--- src/rtl/axi4s_demux_buf_pkg.sv ---
// Shared types and helpers for the buffered AXI4-Stream demultiplexer.
//   release_state_e : per-stream packet release state (IDLE / RELEASE)
//   ptr_width()     : FIFO pointer width, one extra MSB to tell full from empty
package axi4s_demux_buf_pkg;

    typedef enum logic {
        IDLE    = 1'b0,
        RELEASE = 1'b1
    } release_state_e;

    function automatic int ptr_width(input int depth);
        return $clog2(depth) + 1;
    endfunction

endpackage

--- src/rtl/axi4s_sync_fifo.sv ---
// Single-clock FIFO with registered storage.
// Full and empty are derived from pointers carrying one extra MSB.
// The head word is always presented on rd_data. It is valid whenever !empty.
//   clk, rst_n       : clock, asynchronous active-low reset
//   wr_en, wr_data   : push (ignored while full)
//   full             : no free slot
//   rd_en, rd_data   : pop (ignored while empty), head word
//   empty            : no stored word
module axi4s_sync_fifo
    import axi4s_demux_buf_pkg::*;
#(
    parameter int data_width_p = 8,
    parameter int depth_p      = 8
) (
    input  logic                    clk,
    input  logic                    rst_n,
    input  logic                    wr_en,
    input  logic [data_width_p-1:0] wr_data,
    output logic                    full,
    input  logic                    rd_en,
    output logic [data_width_p-1:0] rd_data,
    output logic                    empty
);

    localparam int ptr_w  = ptr_width(depth_p);
    localparam int addr_w = ptr_w - 1;

    logic [ptr_w-1:0]        wr_ptr;
    logic [ptr_w-1:0]        rd_ptr;
    logic [data_width_p-1:0] mem [depth_p];

    // The pointers share their address bits when the FIFO is full or empty.
    // The MSB tells the two cases apart: it differs when full and matches when empty.
    assign full    = (wr_ptr[addr_w] != rd_ptr[addr_w]) &&
                     (wr_ptr[addr_w-1:0] == rd_ptr[addr_w-1:0]);
    assign empty   = (wr_ptr == rd_ptr);
    assign rd_data = mem[rd_ptr[addr_w-1:0]];

    // NOTE: sequential state uses non-blocking (<=) so every flop samples pre-edge values.
    always_ff @(posedge clk or negedge rst_n) begin
        if (!rst_n) begin
            wr_ptr <= '0;
            rd_ptr <= '0;
            // NOTE: storage is reset because the head word drives egress data, which must read 0 out of reset.
            for (int i = 0; i < depth_p; i++) begin
                mem[i] <= '0;
            end
        end else begin
            if (wr_en && !full) begin
                mem[wr_ptr[addr_w-1:0]] <= wr_data;
                wr_ptr                  <= wr_ptr + ptr_w'(1);
            end
            if (rd_en && !empty) begin
                rd_ptr <= rd_ptr + ptr_w'(1);
            end
        end
    end

endmodule

--- src/rtl/axi4s_demux_buf.sv ---
// Buffered AXI4-Stream demultiplexer.
// Each ingress beat is steered by tid into its own per-stream FIFO.
// A stalled consumer therefore blocks only its own stream.
// With packet_mode_p=1, a stream is released only once a whole tlast-terminated packet is buffered.
// A draining escape handles packets longer than the FIFO.
//   clk, rst_n                   : clock, asynchronous active-low reset
//   axi4s_i_*                    : shared ingress (tvalid/tready/tlast/tid/tdata)
//   axi4s_o_*                    : per-stream egress, one lane per stream
//   tid_err_o                    : one-cycle pulse after an out-of-range tid beat is dropped
module axi4s_demux_buf
    import axi4s_demux_buf_pkg::*;
#(
    parameter int nr_of_streams_p = 4,
    parameter int tdata_width_p   = 3,
    parameter int fifo_depth_p    = 8,
    parameter int packet_mode_p   = 0
) (
    input  logic                                             clk,
    input  logic                                             rst_n,
    output logic                                             axi4s_i_tready,
    input  logic                                             axi4s_i_tvalid,
    input  logic                                             axi4s_i_tlast,
    input  logic [$clog2(nr_of_streams_p)-1:0]               axi4s_i_tid,
    input  logic [tdata_width_p*8-1:0]                       axi4s_i_tdata,
    input  logic [nr_of_streams_p-1:0]                       axi4s_o_tready,
    output logic [nr_of_streams_p-1:0]                       axi4s_o_tvalid,
    output logic [nr_of_streams_p-1:0]                       axi4s_o_tlast,
    output logic [nr_of_streams_p-1:0][tdata_width_p*8-1:0]  axi4s_o_tdata,
    output logic                                             tid_err_o
);

    localparam int tid_w  = $clog2(nr_of_streams_p);
    localparam int data_w = tdata_width_p * 8;
    localparam int cnt_w  = ptr_width(fifo_depth_p);

    logic [nr_of_streams_p-1:0]           sel;
    logic                                 tid_in_range;
    logic [nr_of_streams_p-1:0]           full;
    logic [nr_of_streams_p-1:0]           empty;
    logic [nr_of_streams_p-1:0]           wr_en;
    logic [nr_of_streams_p-1:0]           pop;
    logic [nr_of_streams_p-1:0]           head_last;
    logic [nr_of_streams_p-1:0][data_w:0] head_word;

    // The tid decode is one-hot, so a non-power-of-two stream count leaves
    // the unused tid codes with no select bit set. Those beats count as out of range.
    // NOTE: every always_comb output gets a default first so no path can infer a latch.
    always_comb begin
        sel = '0;
        for (int i = 0; i < nr_of_streams_p; i++) begin
            if (axi4s_i_tid == tid_w'(i)) begin
                sel[i] = 1'b1;
            end
        end
        tid_in_range   = |sel;
        // No pass-through: a pop in the same cycle does not open a full FIFO.
        axi4s_i_tready = tid_in_range ? |(sel & ~full) : 1'b1;
    end

    assign wr_en = {nr_of_streams_p{axi4s_i_tvalid && axi4s_i_tready}} & sel;
    assign pop   = axi4s_o_tvalid & axi4s_o_tready;

    // Out-of-range beats are always accepted (ready=1) and then dropped.
    always_ff @(posedge clk or negedge rst_n) begin
        if (!rst_n) begin
            tid_err_o <= 1'b0;
        end else begin
            tid_err_o <= axi4s_i_tvalid && !tid_in_range;
        end
    end

    for (genvar g = 0; g < nr_of_streams_p; g++) begin : g_stream

        axi4s_sync_fifo #(
            .data_width_p (data_w + 1),
            .depth_p      (fifo_depth_p)
        ) u_fifo (
            .clk     (clk),
            .rst_n   (rst_n),
            .wr_en   (wr_en[g]),
            .wr_data ({axi4s_i_tlast, axi4s_i_tdata}),
            .full    (full[g]),
            .rd_en   (pop[g]),
            .rd_data (head_word[g]),
            .empty   (empty[g])
        );

        assign head_last[g]        = head_word[g][data_w];
        assign axi4s_o_tlast[g]    = head_last[g];
        assign axi4s_o_tdata[g]    = head_word[g][data_w-1:0];

        if (packet_mode_p != 0) begin : g_pkt
            // pkt_cnt counts the tlast beats currently held in this FIFO.
            logic [cnt_w-1:0] pkt_cnt;
            logic             draining;
            release_state_e   state;
            logic             wr_last;
            logic             pop_last;

            assign wr_last  = wr_en[g] && axi4s_i_tlast;
            assign pop_last = pop[g] && head_last[g];

            // A full FIFO with no complete packet can never gain one.
            // Release it anyway (draining) until that oversized packet's tlast leaves.
            assign axi4s_o_tvalid[g] = !empty[g] &&
                                       ((pkt_cnt != '0) || full[g] || draining);

            always_ff @(posedge clk or negedge rst_n) begin
                if (!rst_n) begin
                    pkt_cnt  <= '0;
                    draining <= 1'b0;
                    state    <= IDLE;
                end else begin
                    if (wr_last && !pop_last) begin
                        pkt_cnt <= pkt_cnt + cnt_w'(1);
                    end else if (!wr_last && pop_last) begin
                        pkt_cnt <= pkt_cnt - cnt_w'(1);
                    end

                    if (pop_last) begin
                        draining <= 1'b0;
                    end else if (full[g] && (pkt_cnt == '0)) begin
                        draining <= 1'b1;
                    end

                    case (state)
                        IDLE: begin
                            if ((pkt_cnt != '0) || full[g]) begin
                                state <= RELEASE;
                            end
                        end
                        RELEASE: begin
                            if (pop_last && !wr_last && (pkt_cnt == cnt_w'(1)) && !draining) begin
                                state <= IDLE;
                            end
                        end
                        default: state <= IDLE;
                    endcase
                end
            end
        end else begin : g_cut
            assign axi4s_o_tvalid[g] = !empty[g];
        end
    end

endmodule

--- config.mk ---
export PLATFORM = sky130hd
export DESIGN_NAME = axi4s_demux_buf
export DESIGN_NICKNAME = d
export VERILOG_FILES = /design/src/rtl/axi4s_demux_buf_pkg.sv /design/src/rtl/axi4s_sync_fifo.sv /design/src/rtl/axi4s_demux_buf.sv
export SDC_FILE = /design/constraint.sdc
export NUM_CORES = 1
export LEC_CHECK = 0
export BUFFER_PORTS_ARGS = -buffer_cell sky130_fd_sc_hd__buf_2
export CAP_MARGIN = 15
export CORE_ASPECT_RATIO = 0.9
export CORE_MARGIN = 5
export CORE_UTILIZATION = 55
export DETAILED_ROUTE_END_ITERATION = 10
export PLACE_DENSITY = 0.72
export SLEW_MARGIN = 25
export SYNTH_ARGS = -nofsm -noshare
export SYNTH_HDL_FRONTEND = slang
export SYNTH_HIERARCHICAL = 1
export SYNTH_SLANG_ARGS = --single-unit
--- constraint.sdc ---
create_clock -name clk -period 4.1 [get_ports clk]
set_input_delay 0.205 -clock clk [delete_from_list [all_inputs] [get_ports clk]]
set_output_delay 0.205 -clock clk [all_outputs]
set_load 0.005 [all_outputs]
### After elaboration in Yosys (flattened, before gate mapping)

Index checks and enable logic that the tools add are counted.
Widths: inputs -> output; s select.

| word-level totals | value |
|---|---|
| input port bits | 34 |
| flip-flop bits (word level) | 833 |
| output and inout port bits | 106 |
| word-level logic and storage cells | 147 |

| operators by class | value |
|---|---|
| equal/unequal tests | 15 |
| reductions and logical operators | 30 |
| $add $sub $neg | 8 |
| bitwise logic cells | 12 |
| magnitude comparators | 12 |
| multiplexer cells | 29 |

Operators with widths:

| operator | number |
|---|---|
| $bwmux 200 | 4 |
| $bmux 25 s3 | 4 |
| $demux 25 s3 | 4 |
| $mux 25 | 12 |
| $add 4x1->4 const B | 8 |
| $ge 4x4->1 const B | 8 |
| $not 3->4 | 8 |
| $logic_and 1x1->1 | 18 |
| $eq 4x4->1 | 4 |
| $lt 4x1->1 const B | 4 |
| $and 4x4->4 | 3 |
| $eq 3x3->1 | 4 |
| $logic_not 1->1 | 9 |
| $reduce_or 4->1 | 2 |
| $mux 1 | 5 |
| $eq 2x2->1 const B | 2 |
| $ne 1x1->1 | 4 |
| $not 4->4 | 1 |
| $eq 2x1->1 const B | 1 |
| $logic_not 2->1 | 1 |

### Longest topological paths before layout

| logic depth | value |
|---|---|
| depth after elaboration | 9 |
| mapped depth | 10 |
| gate-level depth less buffers | 7 |

### Cells and area by module

Netlist, hierarchy kept.

Modules (own cells, without submodules):

| module | instances | area each (um2) | seq. area each (um2) | cells an instance |
|---|---|---|---|---|
| axi4s_sync_fifo | 4 | 9466.6 | 5205.0 | 560 |
| axi4s_demux_buf | 1 | 130.1 | 25.0 | 17 |

### Least setup slack after synthesis

No wires, ideal clock.

| path | value |
|---|---|
| path kind | register -> register |
| start | register g_stream[0].u_fifo.rd_ptr[0] |
| end | register g_stream[0].u_fifo/mem[153] (netlist name) |
| setup slack | 1.252 ns |
| clock period less this slack | 2.848 ns |
| setup time | 0.125 ns |
| cell stages (with the launch flop) | 11 |
| data arrival time | 2.723 ns |
| path buffers | 3 |
| data required time | 3.975 ns |
| path through | dfrtp_1 > buf_6 > xnor2_1 > nand4_2 > inv_4 > nor4b_1 > nor3b_1 > and3_1 > clkbuf_1 > buf_2 > mux2_2 |

| between the ends | value |
|---|---|
| cells in the longest elaborated chain, start to end | 9 |
| elaborated cells on any way between the ends | 10 |
| those cells by class | 1 x eq/ne; 1 x mux; 3 x bitwise; 5 x reduce/logical |

Ends and longest elaborated chain:

| element | line | RTL |
|---|---|---|
| from (decl) | axi4s_sync_fifo.sv:29 | `logic [ptr_w-1:0] rd_ptr;` |
| from (signal assigned) | axi4s_sync_fifo.sv:54 | `rd_ptr <= rd_ptr + ptr_w'(1);` |
| $eq 3x3->1 | axi4s_sync_fifo.sv:35 | `(wr_ptr[addr_w-1:0] == rd_ptr[addr_w-1:0]);` |
| $logic_and 1x1->1 | axi4s_sync_fifo.sv:34 | `assign full = (wr_ptr[addr_w] != rd_ptr[addr_w]) &&` |
| net full[0] | axi4s_demux_buf.sv:38 | `logic [nr_of_streams_p-1:0] full;` |
| $not 4->4 | axi4s_demux_buf.sv:57 | `axi4s_i_tready = tid_in_range ? \|(sel & ~full) : 1'b1;` |
| $and 4x4->4 | axi4s_demux_buf.sv:57 |  |
| $reduce_or 4->1 | axi4s_demux_buf.sv:57 |  |
| $mux 1 | axi4s_demux_buf.sv:57 |  |
| $logic_and 1x1->1 | axi4s_demux_buf.sv:60 | `assign wr_en = {nr_of_streams_p{axi4s_i_tvalid && axi4s_i_tready}} & sel;` |
| $and 4x4->4 | axi4s_demux_buf.sv:60 |  |
| net wr_en[0] | axi4s_demux_buf.sv:40 | `logic [nr_of_streams_p-1:0] wr_en;` |
| $logic_and 1x1->1 | axi4s_sync_fifo.sv:49 | `if (wr_en && !full) begin` |
| to (signal, indexed assignment) | axi4s_sync_fifo.sv:50 | `mem[wr_ptr[addr_w-1:0]] <= wr_data;` |
| to (decl) | axi4s_sync_fifo.sv:30 | `logic [data_width_p-1:0] mem [depth_p];` |

The timed path passes the listed nets, and every way through them passes these cells.
A chain may end at the register's enable or synchronous reset.

### Worst setup path after layout

| path | value |
|---|---|
| start | register g_stream[1].u_fifo.wr_ptr[0] |
| end | register g_stream[1].u_fifo/mem[90] (netlist name) |

| between the ends | value |
|---|---|
| cells in the longest elaborated chain, start to end | 9 |
| elaborated cells on any way between the ends | 17 |
| those cells by class | 2 x order compare; 1 x eq/ne; 4 x mux; 4 x bitwise; 6 x reduce/logical |

Ends and longest elaborated chain:

| element | line | RTL |
|---|---|---|
| from (decl) | axi4s_sync_fifo.sv:28 | `logic [ptr_w-1:0] wr_ptr;` |
| from (signal assigned) | axi4s_sync_fifo.sv:51 | `wr_ptr <= wr_ptr + ptr_w'(1);` |
| $eq 3x3->1 | axi4s_sync_fifo.sv:35 |  |
| $logic_and 1x1->1 | axi4s_sync_fifo.sv:34 |  |
| net full[1] | axi4s_demux_buf.sv:38 |  |
| $not 4->4 | axi4s_demux_buf.sv:57 |  |
| $and 4x4->4 | axi4s_demux_buf.sv:57 |  |
| $reduce_or 4->1 | axi4s_demux_buf.sv:57 |  |
| $mux 1 | axi4s_demux_buf.sv:57 |  |
| $logic_and 1x1->1 | axi4s_demux_buf.sv:60 |  |
| $and 4x4->4 | axi4s_demux_buf.sv:60 |  |
| net wr_en[1] | axi4s_demux_buf.sv:40 |  |
| $logic_and 1x1->1 | axi4s_sync_fifo.sv:49 |  |
| to (signal, indexed assignment) | axi4s_sync_fifo.sv:50 |  |
| to (decl) | axi4s_sync_fifo.sv:30 |  |

The timed path passes the listed nets, and every way through them passes these cells.

==> flow_results.org <==
** Worst setup path
- Worst setup EP type :: flop
- For the worst setup path, the data required time is 4.59 ns.
- Worst-path maximum fanout :: 25
- The signal on the critical path passes through xnor2_1, nand4_2, inv_4, nor4bb_1, nand2_1, or4_2, mux2_4.
- The critical path is of the flop to flop type.
- On the worst path, the slowest cell contributes a delay of 1.06 ns.
- At the worst endpoint, the arrival time is 4.23 ns.
- The worst setup path is launched from a flop.
- Critical-path top delay cell :: sky130_fd_sc_hd__or4_2

** Drt
- Vias after detailed routing :: 20,164
- Highest metal layer with signal wires :: met5
- Met1 layer wirelength in the final routing :: 36,480 um
- Routed met2 length :: 40,850 um
- Summed over all layers, the routed wires come to 81,320 um.
- The first detailed-routing pass took 5 iterations.
- Via-to-Cell Ratio :: 5.929
- After detailed routing, the average wire length per cell comes to 23.91 um.
- Post-route DRC violation count :: 0
- Detailed routing placed a total of 2550 um of wire on met3.
- Once detail routing completed, the nets flagged for antenna violations numbered 0.
- For this block, the initial DRC count from the detailed router was 931.

** Timing
- Clock skew on the completed layout was measured at 0.01327 ns.
- Setup repair after global routing left no endpoint under its margin.
- Least-Margin Pin Slew :: 0.9829 ns
- Fin. max-slew vios :: 0
- In this run the tightest slew margin relative to its limit is 33.58%.
- Total negative slack for setup checks :: 0 ns
- Setup violations remaining at the end of the flow were counted as 0.
- Fin crit share :: 91.19%
- Post-route setup slack :: 0.3611 ns
- Derived from the worst setup path, the maximum achievable clock frequency is 267.5 MHz.
- Hold is met by 0.07172 ns.
- Final worst path period need :: 3.739 ns
- The final number of hold-violating endpoints is 0.

** Clocking
- Worst-skew pair later-pin latency :: 0.62 ns
- The clock tree synthesis step divided the H-tree into 3 levels.
- Post-CTS setup buffer count :: 0
- Cts bufs inserted :: 84
- CTS clock-pin slew for the worst setup and hold paths :: 0.06 ns
- Gates resized during post-CTS repair numbered 0.
- Sink count of the clock tree :: 833
- TritonCTS built the clock tree.
- The clock passes through at most 3 buffers.
- Cell at the root of the clock tree :: sky130_fd_sc_hd__clkbuf_16
- Quantity of hold-fixing buffers added after cts :: 1

** Finish
- From synthesis to final layout, the design area changed by 12.10%.
- For this run, the number of standard cells in the final layout without fillers is 3,401.
- In the layout the commonest cells are sky130_fd_sc_hd__dfrtp_1 (825), sky130_fd_sc_hd__mux2_2 (820), sky130_fd_sc_hd__mux4_2 (201), sky130_fd_sc_hd__buf_2 (138), sky130_fd_sc_hd__clkbuf_16 (87).
- The post-route netlist has 59.74% of its cells at a drive strength greater than 1.
- Registers take 20,870 um2.
- Layout Nets :: 2,445
- Fill cell total of the finished layout :: 5,103
- Commonest non-fill, non-tap cell in the layout :: sky130_fd_sc_hd__dfrtp_1
- Multi-input logic area :: 16,340 um2

** Placed design
- Worst slack, placed :: 0.4284 ns
- IO Port Bufs :: 139
- At the end of routability-driven placement, the weighted congestion stood at 0.8024.
- The HPWL after detailed placement is 50,240 um.
- Placed Cells incl. Taps :: 3,246

** Floorplanning
- Die area :: 74,450 um2
- In this run the vertical extent of the chip is 259.4 um.
- I/O pins :: 140
- Initial Util :: 55.43%
- # rows :: 91
- Core outline area :: 68,540 um2
- From left edge to right edge, the die measures 287.1 um.

** Min path
- Path class of the lowest-slack min-delay path :: input port to flop

** Synthesis
- Number of distinct library cells after synthesis :: 34
- Counting flops with an async set or reset pin after synthesis yields a share of 100.0%.
- Most common flop cell mapped by yosys :: sky130_fd_sc_hd__dfrtp_1
- Yosys printed 6 warnings.
- Sequential cell area fraction in the yosys report :: 54.86%
- Cell count after synthesis :: 2,257
- Number of enable flip-flop cells after synthesis :: 0
- Net count after synthesis :: 2,299
- After synthesis the netlist holds a flip-flop and latch count of 833.
- Synthesized area divided by synthesized cell count :: 16.83 um2
- Synthesized area :: 38,000 um2

** Global routing
- Via count of the first global-routing pass :: 22,572
- Leftover overflow at the end of global routing :: 0
- GR Util All Layers :: 22.42%
- The number of antenna violations at the first check in global routing is 1.
- Entering global routing, the biggest net connects 115 pins.
- Global-route wire length before repair :: 131,700 um

** Power
- Total leakage power :: 19.78 nW
- PD cells :: 781.4 nW/um2
- Total power for the finished layout comes to 33.28 mW.
- Across the VDD grid, the largest voltage drop is 423.1 uV.

** Flow run
- Number of max-cap violations :: 0

** Status
- The run finished with clean final reports.
-- path summary, 6_finish.rpt --
| check | to | cells after the start | slack, ns | startpoint |
|---|---|---|---|---|
| worst max-delay path | g_stream[1].u_fifo/mem[90]$_DFFE_PN0P_ | 7 | 0.36 | g_stream[1].u_fifo/wr_ptr[0]$_DFFE_PN0P_ |
| worst min-delay path | g_stream[3].u_fifo/rd_ptr[0]$_DFFE_PN0P_ | 4 | 0.07 | axi4s_o_tready[3] |
| worst max register to register | g_stream[1].u_fifo/mem[90]$_DFFE_PN0P_ | 7 | 0.36 | g_stream[1].u_fifo/wr_ptr[0]$_DFFE_PN0P_ |
| worst min register to register | g_stream[1].u_fifo/mem[58]$_DFFE_PN0P_ | 1 | 0.48 | g_stream[1].u_fifo/mem[58]$_DFFE_PN0P_ |
| max in group asynchronous | g_stream[0].u_fifo/mem[46]$_DFFE_PN0P_ | 4 | 2.64 | rst_n |
| min in group asynchronous | g_stream[1].u_fifo/mem[133]$_DFFE_PN0P_ | 2 | 0.24 | rst_n |
-- kinds of logic after synthesis --
group	count (synthesis)	share of synthesized area [%]
mux	1109	39.61
compound gates	4	0.09219
other cells	1	0.009869
buf+inv	161	2.262
flops	833	54.86
fa+ha+maj	8	0.2634
xor+xnor	52	1.199
simple gates	89	1.699
-- state kept, by name, indices dropped and copies added, names as in the netlist --
name,flops
g_stream.u_fifo/mem,800
tid_err_o,1
g_stream.u_fifo/wr_ptr,16
g_stream.u_fifo/rd_ptr,16
-- per-layer routing --
| metal | vias to the layer above | track usage [%] |
|---|---|---|
| met5 | - | 0 |
| met4 | 2 | 4.770 |
| met3 | 105 | 3.310 |
| met2 | 231 | 37.80 |
| met1 | 11094 | 31.56 |
| li1 | 8732 | - |
-- report_power, final --
part           switching (mW)  internal (mW)  leakage [nW]
Combinational            4.87           7.23          7.61
Sequential               1.82           11.6          10.8
Clock                    3.15           4.61          1.40
-- cell usage after synthesis, types with 12 or more instances --
cell type | number | share of area, %
sky130_fd_sc_hd__mux4_2 | 201 | 12
sky130_fd_sc_hd__nor2_1 | 12 | 0.12
sky130_fd_sc_hd__nand3_1 | 12 | 0.16
sky130_fd_sc_hd__dfrtp_1 | 833 | 55
sky130_fd_sc_hd__mux2_4 | 80 | 3.2
sky130_fd_sc_hd__xor2_1 | 28 | 0.65
sky130_fd_sc_hd__buf_6 | 12 | 0.36
sky130_fd_sc_hd__xnor2_1 | 24 | 0.55
sky130_fd_sc_hd__nand2_1 | 13 | 0.13
sky130_fd_sc_hd__buf_2 | 76 | 1.0
sky130_fd_sc_hd__clkbuf_1 | 40 | 0.40
sky130_fd_sc_hd__buf_4 | 16 | 0.32
sky130_fd_sc_hd__mux2_2 | 820 | 24
-- critical path: cells and delay by family (launching register included) --
family / cells / cell delay (ns)
muxes: 1 / 0.45
buffers and inverters: 1 / 0.11
xor gates and xnor gates: 1 / 0.20
DFF: 1 / 0.51
and+or+nand+nor: 4 / 2.34
-- area by class of cell --
class / count / area share (%)
Clock inverter: 21 / 0.5082
Tap cell: 930 / 2.732
Inverter: 13 / 0.1381
Clock buffer: 131 / 6.110
Antenna cell: 2 / 0.01175
Multi-Input combinational cell: 1263 / 38.36
Sequential cell: 833 / 48.98
Timing Repair Buffer: 208 / 3.161
-- per-stage QoR --
stage	instance area (um2)	utilization, %
after CTS	42580	62.13
final	42600	62.14
after floorplan	38000	-
after global routing	42590	62.14
after global placement	39750	57.99
after detailed placement	39760	58.00
(Power assumes the default switching activity.)
